--- src/rtl/counter_cmd_ctrl_pkg.sv ---
// Shared encodings and default widths for the counter command sequencer.
package counter_ctrl_pkg;

  localparam int unsigned WIDTH_DEF = 8;
  localparam int unsigned LEN_W_DEF = 8;

  typedef enum logic [1:0] {
    OP_NOP      = 2'b00,
    OP_LOAD     = 2'b01,
    OP_RUN_UP   = 2'b10,
    OP_RUN_DOWN = 2'b11
  } op_e;

  typedef enum logic [1:0] {
    IDLE   = 2'b00,
    LOAD_S = 2'b01,
    RUN    = 2'b10,
    DONE   = 2'b11
  } state_e;

endpackage

--- src/rtl/counter_cmd_ctrl_if.sv ---
// Command valid/ready channel into the counter command sequencer.
interface counter_cmd_ctrl_if #(
  parameter int unsigned WIDTH = counter_ctrl_pkg::WIDTH_DEF
) ();

  logic             cmd_valid_in;
  logic             cmd_ready_out;
  logic [1:0]       cmd_op_in;
  logic [WIDTH-1:0] cmd_data_in;

  modport master (
    output cmd_valid_in, cmd_op_in, cmd_data_in,
    input  cmd_ready_out
  );

  modport slave (
    input  cmd_valid_in, cmd_op_in, cmd_data_in,
    output cmd_ready_out
  );

endinterface

--- src/rtl/counter_cmd_ctrl_run_len_cnt.sv ---
// Loadable run-length down-counter; last_c flags the final cycle of a run.
module run_len_cnt #(
  parameter int unsigned LEN_W = 8
) (
  input  logic             clk_in,
  input  logic             nrst_in,
  input  logic             load,
  input  logic             dec,
  input  logic             clear,
  input  logic [LEN_W-1:0] load_val,
  output logic             last_c
);

  logic [LEN_W-1:0] rem_q;

  always_ff @(posedge clk_in or negedge nrst_in) begin
    if (!nrst_in) begin
      rem_q <= '0;
    end else if (clear) begin
      rem_q <= '0;
    end else if (load) begin
      rem_q <= load_val;
    end else if (dec) begin
      rem_q <= rem_q - LEN_W'(1);
    end
  end

  assign last_c = (rem_q == LEN_W'(1));

endmodule

--- src/rtl/counter_cmd_ctrl.sv ---
// Command sequencer driving the up/down counter's enable/set/direction/load inputs.
// Optional overflow stop: COUNTER_CMD_CTRL_OVF_STOP_EN.
module counter_cmd_ctrl
  import counter_ctrl_pkg::*;
#(
  parameter int unsigned WIDTH = WIDTH_DEF,
  parameter int unsigned LEN_W = LEN_W_DEF
) (
  input  logic              clk_in,
  input  logic              nrst_in,
  counter_cmd_ctrl_if.slave cmd,
  input  logic              abort_in,
  input  logic              ovf_in,
  output logic              en_ctl_out,
  output logic              set_ctrl_out,
  output logic              up_ctrl_out,
  output logic [WIDTH-1:0]  counter_val_out,
  output logic              busy_out,
  output logic              done_out,
  output logic              status_ovf_out
);

  state_e           state_q, state_d;
  logic             en_d, set_d, up_d, done_d;
  logic [WIDTH-1:0] val_d;
  logic             cnt_load, cnt_dec, cnt_clear, last_c;
  logic             accept_c, stop_c, ovf_stop_c;
  logic [LEN_W-1:0] len_c;

  assign accept_c          = cmd.cmd_valid_in && (state_q == IDLE);
  assign cmd.cmd_ready_out = (state_q == IDLE);
  assign busy_out          = (state_q != IDLE);
  assign len_c             = cmd.cmd_data_in[LEN_W-1:0];
  assign stop_c            = abort_in || ovf_stop_c;

`ifdef COUNTER_CMD_CTRL_OVF_STOP_EN
  assign ovf_stop_c = ovf_in;

  // Sticky overflow status: raised entering DONE, cleared by the next accepted command.
  always_ff @(posedge clk_in or negedge nrst_in) begin
    if (!nrst_in) begin
      status_ovf_out <= 1'b0;
    end else if (accept_c) begin
      status_ovf_out <= 1'b0;
    end else if ((state_q == RUN) && ovf_in) begin
      status_ovf_out <= 1'b1;
    end
  end
`else
  logic ovf_unused;
  assign ovf_unused     = ovf_in;
  assign ovf_stop_c     = 1'b0;
  assign status_ovf_out = 1'b0;
`endif

  run_len_cnt #(.LEN_W(LEN_W)) u_run_len_cnt (
    .clk_in   (clk_in),
    .nrst_in  (nrst_in),
    .load     (cnt_load),
    .dec      (cnt_dec),
    .clear    (cnt_clear),
    .load_val (len_c),
    .last_c   (last_c)
  );

  // Next state and next values of the registered counter controls.
  always_comb begin
    state_d   = state_q;
    en_d      = 1'b0;
    set_d     = 1'b0;
    done_d    = 1'b0;
    up_d      = up_ctrl_out;
    val_d     = counter_val_out;
    cnt_load  = 1'b0;
    cnt_dec   = 1'b0;
    cnt_clear = 1'b0;
    case (state_q)
      IDLE: begin
        if (accept_c) begin
          case (op_e'(cmd.cmd_op_in))
            OP_LOAD: begin
              state_d = LOAD_S;
              set_d   = 1'b1;
              val_d   = cmd.cmd_data_in;
            end
            OP_RUN_UP, OP_RUN_DOWN: begin
              up_d = ~cmd.cmd_op_in[0];
              if (len_c == '0) begin
                state_d = DONE;
                done_d  = 1'b1;
              end else begin
                state_d  = RUN;
                en_d     = 1'b1;
                cnt_load = 1'b1;
              end
            end
            default: begin
              state_d = DONE;
              done_d  = 1'b1;
            end
          endcase
        end
      end
      LOAD_S: begin
        state_d = DONE;
        done_d  = 1'b1;
      end
      RUN: begin
        if (stop_c || last_c) begin
          state_d   = DONE;
          done_d    = 1'b1;
          cnt_clear = 1'b1;
        end else begin
          en_d    = 1'b1;
          cnt_dec = 1'b1;
        end
      end
      default: state_d = IDLE;
    endcase
  end

  always_ff @(posedge clk_in or negedge nrst_in) begin
    if (!nrst_in) begin
      state_q         <= IDLE;
      en_ctl_out      <= 1'b0;
      set_ctrl_out    <= 1'b0;
      up_ctrl_out     <= 1'b0;
      done_out        <= 1'b0;
      counter_val_out <= '0;
    end else begin
      state_q         <= state_d;
      en_ctl_out      <= en_d;
      set_ctrl_out    <= set_d;
      up_ctrl_out     <= up_d;
      done_out        <= done_d;
      counter_val_out <= val_d;
    end
  end

endmodule

--- src/flat_wrapper.sv ---
// flat-port wrapper written by rule: the top's interface ports become plain ports
module counter_cmd_ctrl_flat import counter_ctrl_pkg::*;
#(
  parameter int unsigned WIDTH = WIDTH_DEF,
  parameter int unsigned LEN_W = LEN_W_DEF
)
  (clk_in, nrst_in, abort_in, ovf_in, en_ctl_out, set_ctrl_out, up_ctrl_out, counter_val_out, busy_out, done_out, status_ovf_out, cmd_cmd_valid_in, cmd_cmd_op_in, cmd_cmd_data_in, cmd_cmd_ready_out);
  counter_cmd_ctrl_if #(.WIDTH(WIDTH)) cmd_i ();
  input  logic clk_in;
  input  logic nrst_in;
  input  logic abort_in;
  input  logic ovf_in;
  output logic en_ctl_out;
  output logic set_ctrl_out;
  output logic up_ctrl_out;
  output logic [WIDTH-1:0] counter_val_out;
  output logic busy_out;
  output logic done_out;
  output logic status_ovf_out;
  input wire logic [$bits(cmd_i.cmd_valid_in)-1:0] cmd_cmd_valid_in;
  input wire logic [$bits(cmd_i.cmd_op_in)-1:0] cmd_cmd_op_in;
  input wire logic [$bits(cmd_i.cmd_data_in)-1:0] cmd_cmd_data_in;
  output wire logic [$bits(cmd_i.cmd_ready_out)-1:0] cmd_cmd_ready_out;
  assign cmd_i.cmd_valid_in = cmd_cmd_valid_in;
  assign cmd_i.cmd_op_in = cmd_cmd_op_in;
  assign cmd_i.cmd_data_in = cmd_cmd_data_in;
  assign cmd_cmd_ready_out = cmd_i.cmd_ready_out;
  counter_cmd_ctrl #(.WIDTH(WIDTH), .LEN_W(LEN_W)) u_core (.clk_in(clk_in), .nrst_in(nrst_in), .cmd(cmd_i), .abort_in(abort_in), .ovf_in(ovf_in), .en_ctl_out(en_ctl_out), .set_ctrl_out(set_ctrl_out), .up_ctrl_out(up_ctrl_out), .counter_val_out(counter_val_out), .busy_out(busy_out), .done_out(done_out), .status_ovf_out(status_ovf_out));
endmodule
--- config.mk ---
export PLATFORM = sky130hd
export DESIGN_NAME = counter_cmd_ctrl_flat
export DESIGN_NICKNAME = d
export VERILOG_FILES = /design/src/rtl/counter_cmd_ctrl_pkg.sv /design/src/rtl/counter_cmd_ctrl_if.sv /design/src/rtl/counter_cmd_ctrl_run_len_cnt.sv /design/src/rtl/counter_cmd_ctrl.sv /design/src/flat_wrapper.sv
export SDC_FILE = /design/constraint.sdc
export NUM_CORES = 1
export LEC_CHECK = 0
export CORE_MARGIN = 5
export CORE_UTILIZATION = 52
export CTS_BUF_LIST = sky130_fd_sc_hd__clkbuf_16
export CTS_CLUSTER_SIZE = 14
export DETAILED_ROUTE_END_ITERATION = 16
export PLACE_DENSITY_LB_ADDON = 0.25
export SLEW_MARGIN = 20
export SYNTH_ARGS = -nofsm -noshare
export SYNTH_HDL_FRONTEND = slang
export SYNTH_SLANG_ARGS = --single-unit
--- constraint.sdc ---
create_clock -name clk_in -period 3.15 [get_ports clk_in]
set_clock_uncertainty 0.2 [all_clocks]
set_input_delay 0.63 -clock clk_in [delete_from_list [all_inputs] [get_ports clk_in]]
set_output_delay 0.63 -clock clk_in [all_outputs]
set_load 0.005 [all_outputs]
; Yosys cells after proc, flatten, opt, wreduce, memory -nomap -nowiden
; Index checks and enable logic that the tools add are counted.
[word_totals]
ff_bits = 22
latchBits = 0
ramBits = 0
mem_bits_ro = 0
input_bits = 15
out_inout_bits = 15
elab_cells = 51
memories = 0
[op_classes]
add_sub_neg = 1
multipliers = 0
div = 0
magnitude_cmp = 0
eq_ne = 8
shifts = 0
mux = 24
n_bitwise = 1
n_reduce_logical = 10
[op_table]
columns = operator, n
row1 = $mux 8, 3
row2 = $mux 1, 14
row3 = $eq 8x1->1 const B, 1
row4 = $logic_not 8->1, 1
row5 = $sub 8x1->8 const B, 1
row6 = $eq 2x2->1 const B, 3
row7 = $pmux 2 s3, 1
row8 = $reduce_and 3->1, 2
row9 = $eq 2x1->1 const B, 2
row10 = $mux 2, 2
row11 = $ne 2x1->1 const B, 2
row12 = $pmux 1 s2, 2
row13 = $pmux 2 s2, 1
row14 = $pmux 1 s3, 1
row15 = $reduce_bool 3->1, 1
row16 = $logic_not 2->1, 1
row17 = $reduce_and 2->1, 1
row18 = $reduce_bool 2->1, 1
row19 = $reduce_or 2->1, 1
row20 = $logic_and 1x1->1, 1
row21 = $logic_or 1x1->1, 1
row22 = $not 1->1, 1

; Logic depth before layout (Yosys ltp)
[logic_depth]
ltp_word = 7
ltp_mapped = 7
mapped_depth_nobuf = 6

; Hierarchy
; A second synthesis with hierarchy kept.
[hier_totals]
cells_unflattened = 113
hier_area_um2 = 1209.9
[modules_own_cells]
columns = mod, n_inst, cells_per_inst, area_per_inst_um2, seq_area_each_um2
row1 = counter_cmd_ctrl, 1, 57, 665.6, 350.3
row2 = run_len_cnt, 1, 56, 544.3, 200.2

; Worst setup path after synthesis
; No wires, ideal clock.
[synth_timing]
kind = register -> register
start = register u_core.state_q[0]
end = register u_core.u_run_len_cnt.rem_q[1]
setup_ns = 0.121
arrival_ns = 1.733
t_required_ns = 2.829
path_slack_ns = 1.096
path_stages_with_launch = 8
n_path_buf = 1
period_less_slack_ns = 2.054
path_cell_list = dfrtp_1 inv_1 ha_1 buf_4 or4b_1 o21ai_4 nor2_2 a22o_1
[synth_between]
elab_chain_len = 6
elab_cells_between_ends = 10
cone_classes = eq/ne: 1 / mux: 6 / reduce/logical: 3
[synth_lines]
columns = item, line
row1 = from (decl), counter_cmd_ctrl.sv:23  ; state_e state_q, state_d;
row2 = from (signal assigned), counter_cmd_ctrl.sv:131  ; state_q <= state_d;
row3 = $logic_not 2->1, "counter_cmd_ctrl.sv:30, counter_cmd_ctrl.sv:77"
row4 = $logic_and 1x1->1, counter_cmd_ctrl.sv:30  ; assign accept_c = cmd.cmd_valid_in && (state_q == IDLE);
row5 = $mux 1, counter_cmd_ctrl.sv:79  ; if (accept_c) begin
row6 = $mux 1, counter_cmd_ctrl.sv:77  ; case (state_q)
row7 = $mux 8, counter_cmd_ctrl_run_len_cnt.sv:21  ; end else if (load) begin
row8 = $mux 8, counter_cmd_ctrl_run_len_cnt.sv:19  ; end else if (clear) begin
row9 = to (signal assigned), counter_cmd_ctrl_run_len_cnt.sv:22  ; rem_q <= load_val;
row10 = to (signal assigned), counter_cmd_ctrl_run_len_cnt.sv:24  ; rem_q <= rem_q - LEN_W'(1);
row11 = to (decl), counter_cmd_ctrl_run_len_cnt.sv:14  ; logic [LEN_W-1:0] rem_q;
; Parallel ways exist; a longest one is shown, timed or not.
; A chain may end at the register's enable or synchronous reset.

; Worst setup path after layout
[layout_timing]
start = input port cmd_cmd_data_in[7]
end = register u_core.u_run_len_cnt.rem_q[1]
[layout_between]
elab_chain_len = 7
elab_cells_between_ends = 8
cone_classes = mux: 6 / reduce/logical: 2
[layout_lines]
columns = item, line
row1 = from (decl), flat_wrapper.sv:22  ; input wire logic [$bits(cmd_i.cmd_data_in)-1:0] cmd_cmd_data_in;
row2 = $logic_not 8->1 (*), counter_cmd_ctrl.sv:88  ; if (len_c == '0) begin
row3 = $mux 1 (*), counter_cmd_ctrl.sv:88
row4 = $mux 1 (*), counter_cmd_ctrl.sv:80  ; case (op_e'(cmd.cmd_op_in))
row5 = $mux 1 (*), counter_cmd_ctrl.sv:79
row6 = $mux 1 (*), counter_cmd_ctrl.sv:77
row7 = $mux 8, counter_cmd_ctrl_run_len_cnt.sv:21
row8 = $mux 8, counter_cmd_ctrl_run_len_cnt.sv:19
; Every way passes the cells marked *; elsewhere a longest branch is shown, timed or not.

==> results.cfg <==
[run_status]
status = completed

[logic_synthesis]
muxShareOfSynthArea = 0.00804
adder_cell_fraction_of_synth_area = 0.0603
synthTopCellsByCount = 26 x nand2_1, 22 x dfrtp_1, 9 x nor2_1, 7 x inv_1
synthArstFlopShare = 1.00
largest_family_of_logic_cells_by_synthesized_area = simple AND/OR/NAND/NOR gates
most_common_cell_in_the_synthesized_netlist = nand2_1
synthesis.yosys.warnings = 0
post_synth_num_cell_types = 43
synth_compound_gate_area_share = 0.195
syn-cell-area_sq_um = 1240
post_synthesis_cell_count = 128
post_synth.cell_area_avg_sq_um = 9.73
netlist.area_leader.share = 0.442
netlist.top_cell.by_area = dfrtp_1
synthTopCellsByArea = dfrtp_1 44%, nand2_1 7.8%, ha_1 6.0%
yosys.area_share.xor_xnor = 0.0281
synth-edff-count = 0
synth_seq_cells = 22
dominantRegCellSynth = dfrtp_1
synth_fp_nets = 149
synth-simple-area-share = 0.218
seq_area_frac_synth = 0.442

[layout]
relative_area_change_from_synthesis_to_final_layout_pct = 31.5
design.final.nets = 179
drive_gt1_frac = 0.0955
n_antenna_cell = 0

[clock_network]
clock_tree_from_tritoncts = built
clock_tree.htree_level_count = 1
ctsRootBufferMaster = clkbuf_16
post_cts_resized = 0
cts-buffers-inserted = 3
clkLatencyLatePin_ps = 260
maximum_count_of_clock_buffers_along_a_single_path = 2
clkSinkCount = 22
post-cts-setup-buffer-count = 0
holdBufCountCts = 0
worst_setup_hold_path_clk_slew_ps = 60

[global_route]
number_of_global_route_vias_before_repair = 1091
grt_start_max_net_pins = 23
first_pass_grt_wire_length_microns = 4840
grt_remaining_overflow = 0
grt_antenna_before_repair = 0
gr-usage-all-layers = 0.184

[sta]
number_of_hold_violations_in_the_final_report = 0
setup_ws_ps = 679
rsz_0062_raised_after_global_routing = no
worst_hold_slack_ps = 279
min_period_ps = 2470
relSlewSlack = 0.563
min_period_over_period = 0.784
fmaxAchievable_ghz = 0.405
final-max-slew-violation-count = 0
finalSetupViolCount = 0
timing.setup.tns_ps = 0
timing_worst_slew_pin_value_ps = 650

[routing]
remaining_drc_errors = 0
drtPass1Iterations = 4
routed-via-count = 1065
routed_wirelength_microns = 2980
final_antenna_net_count = 0
avgViaCountPerCell = 5.76
drt_iter0_drc = 24
wl_per_cell_microns = 16.1

[floorplan]
floorplan.die.height_microns = 58.9
die_width_microns = 58.9
design.die.area_sq_um = 3470
core.rowCount = 17
initial_core_util = 0.552
fp.coreArea_sq_um = 2250
ios = 30

[worst_hold_path]
min_path_type = reg -> reg
worstHoldStart = u_core.counter_val_out[3]

[setup_path]
critical_path_peak_fanout = 14
worstReg2RegStart = u_core.state_q[0]
crit_arrival_ps = 2420
crit_required_ps = 3090
cp-end-kind = flip-flop
worst_setup_path_start_kind = primary input
timing_worst_setup_path_type = in -> reg
worst_setup_path_startpoint = cmd_cmd_data_in[7]

[placed_design]
place_hpwl_microns = 2140
dp_worst_setup_slack_ps = 418
buffer_ports.inserted = 27
finalWeightedCongestion = 0.908

[power]
cellLeakagePower_uw = 0.000711
peakVddDrop_mv = 0.602
power_density_nw_per_um2 = 962

[run]
max_cap_viols = 0
==> worst paths after layout <==
kind,endpoint,slack [ps],cells after the start
max,u_core.u_run_len_cnt.rem_q[1],680,5
min,u_core.counter_val_out[3],280,2
max reg2reg,u_core.state_q[0],740,6
min reg2reg,u_core.counter_val_out[3],280,2
max in group asynchronous,u_core.counter_val_out[2],2010,2
min in group asynchronous,u_core.u_run_len_cnt.rem_q[5],520,2
==> logic make-up after synthesis <==
| logic type | count (synthesis) |
|---|---|
| compound gates | 30 |
| xor+xnor | 4 |
| fa+ha+maj | 6 |
| buf+inv | 11 |
| flops | 22 |
| mux | 1 |
| other cells | 1 |
| simple gates | 53 |
==> state kept, by name, summed over array words and instances (netlist names) <==
name and count:
u_core.en_ctl_out 1, u_core.up_ctrl_out 1, u_core.done_out 1, u_core.counter_val_out 8, u_core.set_ctrl_out 1, u_core.state_q 2, u_core.u_run_len_cnt.rem_q 8
==> final cells by class <==
class / count / area, sq um
clock inverter: 1 / 30.0
clock buffer: 3 / 75.1
fill: 189 / 618
sequential: 22 / 551
tap: 28 / 35.0
inverter: 8 / 30.0
multi-input combinational: 95 / 638
timing repair buffer: 28 / 278
==> report_power, final <==
group	switching [uW]	internal (uW)	leakage, uW
logic	333	366	0.000383
clock network	107	252	0.0000511
registers	105	411	0.000277
total	544	1030	0.000711
==> routing by layer <==
metal / track usage / vias to the layer above / part of all wire
met2: 0.322 / 30 / 0.53
met5: 0 / - / 0
met3: 0.0395 / 5 / 0.049
li1: - / 509 / -
met1: 0.219 / 521 / 0.41
met4: 0.0712 / 0 / 0.010
==> stage by stage <==
step / power [uW] / util / instances / area (sq um)
global placement: 1180 / 0.679 / 181 / 1530
global route: 1680 / 0.726 / 185 / 1640
CTS: 1580 / 0.726 / 185 / 1640
floorplan: 928 / - / 128 / 1240
finish: 1570 / 0.726 / 185 / 1640
detailed placement: 1210 / 0.679 / 181 / 1530
==> placed cells by master (no fill, tap or decap), drive strengths merged, types with 2 or more instances in the layout <==
| master | instances |
|---|---|
| a211oi | 4 |
| a21oi | 4 |
| a22o | 2 |
| clkbuf | 3 |
| clkdlybuf4s50 | 27 |
| dfrtp | 22 |
| ha | 6 |
| inv | 7 |
| nand2 | 26 |
| nand2b | 2 |
| nand4 | 3 |
| nand4b | 2 |
| nor2 | 10 |
| o21ai | 8 |
| o21bai | 2 |
| o41ai | 2 |
| or4 | 2 |
| or4b | 2 |
| xor2 | 3 |
==> critical path: stages <==
cell and delay (ps):
clkdlybuf4s50_1 450, or4_4 600, o21bai_4 370, nor2_2 120
a22o_1 250
Power figures use the tool's default switching activity.
